**config.mk**
```make
export PLATFORM = sky130hd
export DESIGN_NAME = multicycle_control_fsm_flat
export DESIGN_NICKNAME = d
export VERILOG_FILES = /design/src/rtl/multicycle_control_fsm_if.sv /design/src/rtl/multicycle_control_fsm.sv /design/src/flat_wrapper.sv
export SDC_FILE = /design/constraint.sdc
export NUM_CORES = 1
export LEC_CHECK = 0
export ABC_AREA = 1
export CAP_MARGIN = 5
export CORE_UTILIZATION = 35
export CTS_BUF_LIST = sky130_fd_sc_hd__clkbuf_8
export CTS_CLUSTER_SIZE = 8
export DETAILED_ROUTE_END_ITERATION = 10
export DONT_BUFFER_PORTS = 1
export PLACE_DENSITY = 0.54
export SETUP_SLACK_MARGIN = 0.4
export SLEW_MARGIN = 20
export SYNTH_ARGS = -nofsm -noshare
export SYNTH_HDL_FRONTEND = slang
export SYNTH_SLANG_ARGS = --single-unit
```
**constraint.sdc**
```tcl
create_clock -name clk -period 1.2 [get_ports clk]
set_input_delay 0.12 -clock clk [delete_from_list [all_inputs] [get_ports clk]]
set_output_delay 0.12 -clock clk [all_outputs]
set_load 0.03 [all_outputs]
```
**src/rtl/multicycle_control_fsm_if.sv**
```systemverilog
// Control interface between the multi-cycle control FSM and the datapath.
// master: the control FSM (drives enables, samples opcode and memory acknowledge).
// slave:  the datapath / instruction register side.
interface multicycle_control_fsm_if;
  logic [5:0] op_code;
  logic       mem_ready;
  logic       pc_write;
  logic       ir_write;
  logic [1:0] branch;
  logic       jump;
  logic [1:0] reg_dst;
  logic       alu_src;
  logic       mem_read;
  logic       mem_write;
  logic [1:0] mem_to_reg;
  logic       reg_write;
  logic       md_start;
  logic       md_op;
  logic       illegal;
  logic [2:0] state;

  modport master (
    input  op_code, mem_ready,
    output pc_write, ir_write, branch, jump, reg_dst, alu_src, mem_read, mem_write,
           mem_to_reg, reg_write, md_start, md_op, illegal, state
  );

  modport slave (
    output op_code, mem_ready,
    input  pc_write, ir_write, branch, jump, reg_dst, alu_src, mem_read, mem_write,
           mem_to_reg, reg_write, md_start, md_op, illegal, state
  );
endinterface

```
**src/rtl/multicycle_control_fsm.sv**
```systemverilog
// Multi-cycle control FSM for the Antares-R2 core.
// Sequences FETCH/DECODE/EXEC/MEM/WB, holds in MEM until mem_ready, and waits in
// MDWAIT for the MUL/DIV unit. Define ANTARES_MULDIV_EN to decode MUL, DIV and MFHI;
// otherwise those opcodes are treated as illegal and MDWAIT is never entered.
module multicycle_control_fsm #(
  parameter int unsigned MUL_CYCLES = 4,
  parameter int unsigned DIV_CYCLES = 32,
  parameter int unsigned CNT_W      = 6
) (
  input logic                      clk,
  input logic                      reset,
  multicycle_control_fsm_if.master bus
);

  typedef enum logic [2:0] {
    StFetch  = 3'd0,
    StDecode = 3'd1,
    StExec   = 3'd2,
    StMem    = 3'd3,
    StWb     = 3'd4,
    StMdwait = 3'd5
  } state_e;

  typedef enum logic [3:0] {
    ClsNone, ClsRtype, ClsImm, ClsJ, ClsJal, ClsBeq, ClsBne,
    ClsLoad, ClsStore, ClsMfhi, ClsMul, ClsDiv
  } cls_e;

  // ClsNone doubles as "illegal opcode".
  function automatic cls_e decode_op(input logic [5:0] op);
    cls_e c;
    c = ClsNone;
    casez (op)
      6'b000000: c = ClsRtype;
      6'b000010: c = ClsJ;
      6'b000011: c = ClsJal;
      6'b000100: c = ClsBeq;
      6'b000101: c = ClsBne;
      6'b001???: c = ClsImm;
      6'b100???: c = ClsLoad;
      6'b101???: c = ClsStore;
`ifdef ANTARES_MULDIV_EN
      6'b010000: c = ClsMfhi;
      6'b011010: c = ClsDiv;
      6'b011100: c = ClsMul;
`else
      6'b010000, 6'b011010, 6'b011100: c = ClsNone;
`endif
      default:   c = ClsNone;
    endcase
    return c;
  endfunction

  state_e           state_q;
  cls_e             cls_q;
  logic [CNT_W-1:0] cnt_q;
  cls_e             op_cls;

  assign op_cls = decode_op(bus.op_code);

  // State, latched opcode class and MUL/DIV stall counter.
  always_ff @(posedge clk) begin
    if (reset) begin
      state_q <= StFetch;
      cls_q   <= ClsNone;
      cnt_q   <= '0;
    end else begin
      case (state_q)
        StFetch: state_q <= StDecode;
        StDecode: begin
          cls_q   <= op_cls;
          state_q <= (op_cls == ClsNone) ? StFetch : StExec;
        end
        StExec: begin
          case (cls_q)
            ClsRtype, ClsImm, ClsMfhi: state_q <= StWb;
            ClsLoad, ClsStore:         state_q <= StMem;
            ClsMul: begin
              cnt_q   <= CNT_W'(MUL_CYCLES - 1);
              state_q <= StMdwait;
            end
            ClsDiv: begin
              cnt_q   <= CNT_W'(DIV_CYCLES - 1);
              state_q <= StMdwait;
            end
            default: state_q <= StFetch;
          endcase
        end
        StMem: begin
          if (bus.mem_ready) begin
            state_q <= (cls_q == ClsLoad) ? StWb : StFetch;
          end
        end
        StMdwait: begin
          if (cnt_q == '0) begin
            // DIV result lands in HI/LO, so no register-file write-back.
            state_q <= (cls_q == ClsMul) ? StWb : StFetch;
          end else begin
            cnt_q <= cnt_q - CNT_W'(1);
          end
        end
        StWb:    state_q <= StFetch;
        default: state_q <= StFetch;
      endcase
    end
  end

  logic       pc_write, ir_write, jump, alu_src, mem_read, mem_write;
  logic       reg_write, md_start, md_op, illegal;
  logic [1:0] branch, reg_dst, mem_to_reg;
  logic [2:0] state_out;

  // Moore decode of datapath enables; everything is forced low while reset is held.
  always_comb begin
    pc_write   = 1'b0;
    ir_write   = 1'b0;
    branch     = 2'b00;
    jump       = 1'b0;
    reg_dst    = 2'b00;
    alu_src    = 1'b0;
    mem_read   = 1'b0;
    mem_write  = 1'b0;
    mem_to_reg = 2'b00;
    reg_write  = 1'b0;
    md_start   = 1'b0;
    md_op      = 1'b0;
    illegal    = 1'b0;
    state_out  = 3'd0;
    if (!reset) begin
      state_out = state_q;
      case (state_q)
        StFetch: begin
          ir_write = 1'b1;
          pc_write = 1'b1;
        end
        // The IR was loaded at the end of FETCH, so op_code is valid here.
        StDecode: illegal = (op_cls == ClsNone);
        StExec: begin
          case (cls_q)
            ClsImm, ClsLoad, ClsStore: alu_src = 1'b1;
            ClsBeq: branch = 2'b01;
            ClsBne: branch = 2'b10;
            ClsJ:   jump   = 1'b1;
            ClsJal: begin
              jump       = 1'b1;
              reg_write  = 1'b1;
              reg_dst    = 2'b10;
              mem_to_reg = 2'b10;
            end
`ifdef ANTARES_MULDIV_EN
            ClsMul: md_start = 1'b1;
            ClsDiv: begin
              md_start = 1'b1;
              md_op    = 1'b1;
            end
`endif
            default: ;
          endcase
        end
        StMem: begin
          mem_read  = (cls_q == ClsLoad);
          mem_write = (cls_q == ClsStore);
        end
        StWb: begin
          reg_write = 1'b1;
          case (cls_q)
            ClsRtype, ClsMul: reg_dst = 2'b01;
            ClsLoad:          mem_to_reg = 2'b01;
            ClsMfhi: begin
              reg_dst    = 2'b01;
              mem_to_reg = 2'b11;
            end
            default: ;
          endcase
        end
        default: ;
      endcase
    end
  end

  assign bus.pc_write   = pc_write;
  assign bus.ir_write   = ir_write;
  assign bus.branch     = branch;
  assign bus.jump       = jump;
  assign bus.reg_dst    = reg_dst;
  assign bus.alu_src    = alu_src;
  assign bus.mem_read   = mem_read;
  assign bus.mem_write  = mem_write;
  assign bus.mem_to_reg = mem_to_reg;
  assign bus.reg_write  = reg_write;
  assign bus.md_start   = md_start;
  assign bus.md_op      = md_op;
  assign bus.illegal    = illegal;
  assign bus.state      = state_out;

endmodule
```
**src/flat_wrapper.sv**
```systemverilog
// flat-port wrapper written by rule: the top's interface ports become plain ports
module multicycle_control_fsm_flat 
#(
  parameter int unsigned MUL_CYCLES = 4,
  parameter int unsigned DIV_CYCLES = 32,
  parameter int unsigned CNT_W      = 6
)
  (clk, reset, bus_op_code, bus_mem_ready, bus_pc_write, bus_ir_write, bus_branch, bus_jump, bus_reg_dst, bus_alu_src, bus_mem_read, bus_mem_write, bus_mem_to_reg, bus_reg_write, bus_md_start, bus_md_op, bus_illegal, bus_state);
  multicycle_control_fsm_if bus_i ();
  input logic clk;
  input logic reset;
  input wire logic [$bits(bus_i.op_code)-1:0] bus_op_code;
  input wire logic [$bits(bus_i.mem_ready)-1:0] bus_mem_ready;
  output wire logic [$bits(bus_i.pc_write)-1:0] bus_pc_write;
  output wire logic [$bits(bus_i.ir_write)-1:0] bus_ir_write;
  output wire logic [$bits(bus_i.branch)-1:0] bus_branch;
  output wire logic [$bits(bus_i.jump)-1:0] bus_jump;
  output wire logic [$bits(bus_i.reg_dst)-1:0] bus_reg_dst;
  output wire logic [$bits(bus_i.alu_src)-1:0] bus_alu_src;
  output wire logic [$bits(bus_i.mem_read)-1:0] bus_mem_read;
  output wire logic [$bits(bus_i.mem_write)-1:0] bus_mem_write;
  output wire logic [$bits(bus_i.mem_to_reg)-1:0] bus_mem_to_reg;
  output wire logic [$bits(bus_i.reg_write)-1:0] bus_reg_write;
  output wire logic [$bits(bus_i.md_start)-1:0] bus_md_start;
  output wire logic [$bits(bus_i.md_op)-1:0] bus_md_op;
  output wire logic [$bits(bus_i.illegal)-1:0] bus_illegal;
  output wire logic [$bits(bus_i.state)-1:0] bus_state;
  assign bus_i.op_code = bus_op_code;
  assign bus_i.mem_ready = bus_mem_ready;
  assign bus_pc_write = bus_i.pc_write;
  assign bus_ir_write = bus_i.ir_write;
  assign bus_branch = bus_i.branch;
  assign bus_jump = bus_i.jump;
  assign bus_reg_dst = bus_i.reg_dst;
  assign bus_alu_src = bus_i.alu_src;
  assign bus_mem_read = bus_i.mem_read;
  assign bus_mem_write = bus_i.mem_write;
  assign bus_mem_to_reg = bus_i.mem_to_reg;
  assign bus_reg_write = bus_i.reg_write;
  assign bus_md_start = bus_i.md_start;
  assign bus_md_op = bus_i.md_op;
  assign bus_illegal = bus_i.illegal;
  assign bus_state = bus_i.state;
  multicycle_control_fsm #(.MUL_CYCLES(MUL_CYCLES), .DIV_CYCLES(DIV_CYCLES), .CNT_W(CNT_W)) u_core (.clk(clk), .reset(reset), .bus(bus_i));
endmodule
```
==> impl_metrics.tcl <==
set metrics [dict create \
    core_um2 2810 \
    antenna_cells 0 \
    start_util 0.378 \
    crit_top_cell "nor2_4" \
    clk_pin_slew_ps 60 \
    final_cell_mix "35 x buf_4, 21 x buf_6, 20 x nor2_1" \
    fin_ws_ps -356 \
    port_buffers 0 \
    slowest_stage "dfxtp_2" \
    seq_power_share 0.331 \
    grt_overflow_total 0 \
    min_from "reset" \
    finalPower_mw 1.46 \
    sw_frac_of_total 0.354 \
    antenna_left 0 \
    grt_pass1_wl_um 5720 \
    grt_max_degree 17 \
    drc 2 \
    critical_path_class "register to primary output" \
    layout.cells.most_common "buf_4" \
    ys_types 28 \
    crit_fanout 3 \
    pwr-share-comb 0.397 \
    maxCapViolCount 0 \
    cts_buffer_depth 2 \
    dp_slack_ps -82.3 \
    wl_um 4010 \
    finalNetCount 245 \
    avgSynthCellArea_um2 6.17 \
    dp_hpwl_um 2360 \
    dieArea_um2 3260 \
    hold_end "u_core.state_q[1]" \
    net-switching-power_mw 0.518 \
    worstSetupStartpointType "register" \
    pin_count 28 \
    h-tree-depth 1 \
    reg2reg_from "u_core.state_q[1]" \
    reg2reg_setup_slack_ps -220 \
    period_share 1.30 \
    ys_seq_elements 13 \
    nFillCells 196 \
    p_per_area_nw_per_um2 706 \
    period_needed_ps 1560 \
    crit_chain "inv_4 -> nand2_4 -> nor2_4 -> inv_2 -> nor2_4 -> nand4_1 -> o21ai_2 -> buf_6" \
    r2r_cells 10 \
    worstHoldPathType "primary input to register" \
    outcome "finished with violations" \
    rsz0062_at_grt "true" \
    cts_root_buf "clkbuf_8" \
    setup_violations 28 \
    drt_iter0_drc 46 \
    num_rows 19 \
    drt_pass1_iterations 7 \
    seq_area_frac_synth 0.245 \
    netlist_instances 172 \
    final_cell_area_um2 2070 \
    cts_buffers 3 \
    finalHoldViolations 0 \
    fmax_ghz 0.643 \
    place_area_um2 1530 \
    area_growth_pct 95.5 \
    hold_depth 3 \
    drive_above_1_share 0.644 \
    cp.arrival_ps 1440 \
    worstSetupEndpointType "primary output" \
    power.leakage_nw 0.933 \
    die_y_um 57.1 \
    wl_per_cell_um 15.2 \
    viasPerCell 5.12 \
    globalplace.congestion 0.841 \
    r2r-end "u_core.cnt_q[4]" \
    clockPowerShare 0.272 \
    slew_viol_final 0 \
    antenna_found_initial 0 \
    cp_slowest_stage_delay_ps 330 \
    grt.total_usage 0.228 \
    synth_warnings 0 \
    grt_pass1_vias 1296 \
    tritoncts "yes" \
    skew_ps 1.17 \
    violations "DRC, setup timing" \
    dieWidth_um 57.1 \
    intPower_mw 0.946 \
    cts.sinks 13 \
    vias 1351 \
    required_ps 1080 \
    peakVddDrop_uv 612 \
    synth_area_um2 1060 \
    clkLatencyLatePin_ps 250 \
]
[cell usage after synthesis]
master / instances / area share
a211oi_1: 1 / 0.0071
a21oi_1: 10 / 0.047
a21oi_2: 1 / 0.0083
a41oi_1: 1 / 0.0083
buf_4: 3 / 0.021
clkbuf_1: 1 / 0.0035
conb_1: 1 / 0.0035
dfxtp_1: 13 / 0.25
ha_1: 2 / 0.024
inv_1: 23 / 0.081
inv_2: 4 / 0.014
nand2_1: 23 / 0.081
nand2_2: 3 / 0.018
nand2_4: 2 / 0.021
nand3_1: 11 / 0.052
nand3_4: 1 / 0.017
nand3b_1: 1 / 0.0071
nand4_1: 2 / 0.012
nor2_1: 38 / 0.13
nor2_2: 1 / 0.0059
nor2_4: 5 / 0.053
nor3_1: 7 / 0.033
o211ai_1: 1 / 0.0071
o21ai_0: 10 / 0.047
o21ai_1: 2 / 0.0094
o21ai_2: 2 / 0.017
or2_2: 1 / 0.0059
xnor2_1: 2 / 0.017
[flip-flops by register name, summed over array words and instances (netlist names)]
name and flops:
u_core.state_q 3, u_core.cnt_q 6, u_core.cls_q 4
[stage by stage]
step,instances,setup TNS (ps),utilization,hold slack [ps]
after floorplan,173,-922,-,198
after global placement,236,-309,0.545,189
after CTS,248,-3550,0.650,-72.4
final,264,-6350,0.740,32.4
after global routing,264,-7860,0.740,29.8
after detailed placement,236,-458,0.545,186
[cells by family after synthesis]
kind of cell               Yosys count  synth area share
other                                1           0.00353
adders and majority gates            2            0.0236
DFF                                 13             0.245
buffers and inverters               31             0.120
and+or+nand+nor                     95             0.440
xor gates and xnor gates             2            0.0165
AOI/OAI and AO/OA                   28             0.151
[power by group through the flow]
| stage | Combinational (mW) | Sequential (mW) | Clock (mW) |
|---|---|---|---|
| floorplan | 0.238 | 0.490 | 0 |
| global placement | 0.365 | 0.489 | 0 |
| detailed placement | 0.369 | 0.490 | 0 |
| CTS | 0.465 | 0.487 | 0.400 |
| global route | 0.612 | 0.485 | 0.420 |
| finish | 0.582 | 0.484 | 0.398 |
[worst max-delay path, delay by kind of cell, from the launching register on]
kind | cells | cell delay (ps)
and+or+nand+nor | 4 | 480
DFF | 1 | 330
buffers and inverters | 3 | 270
AOI/OAI and AO/OA | 1 | 110
[per-layer routing]
metal  track usage  share of wire  routed length (um)  vias to the layer above
met5             0              0                   0                        -
met4        0.0801          0.030                 121                        0
met3        0.0544          0.047                 189                       14
met2         0.403           0.53                2130                       40
met1         0.270           0.39                1570                      628
li1              -              -                   -                      669
[timing repair]
action,in CTS,in global routing
endpoints found under the setup margin,30,30
hold endpoints to repair,3,3
setup buffers,8,15
pin swaps,19,22
cloned,0,0
resized for setup,53,30
[worst max path at each step]
| stage | startpoint | to | slack, ps | cells after the start |
|---|---|---|---|---|
| after global routing | u_core.state_q[2] | bus_jump | -400 | 8 |
| after CTS | u_core.cls_q[3] | bus_mem_write | -280 | 6 |
| after global placement | u_core.state_q[2] | bus_mem_to_reg[1] | -60 | 6 |
| after floorplan | u_core.state_q[2] | bus_mem_to_reg[1] | -140 | 5 |
| final | u_core.state_q[2] | bus_jump | -360 | 8 |
| after detailed placement | u_core.state_q[2] | bus_mem_to_reg[1] | -80 | 6 |
[cell type report]
cell class,instances,area [um^2],area share
Clock buffer,3,41.3,0.0199
Clock inverter,1,3.75,0.00181
Inverter,27,119,0.0573
Multi-Input combinational cell,129,1020,0.493
Sequential cell,13,279,0.134
Tap cell,31,38.8,0.0187
Timing Repair Buffer,60,569,0.274
(Power assumes the default switching activity.)
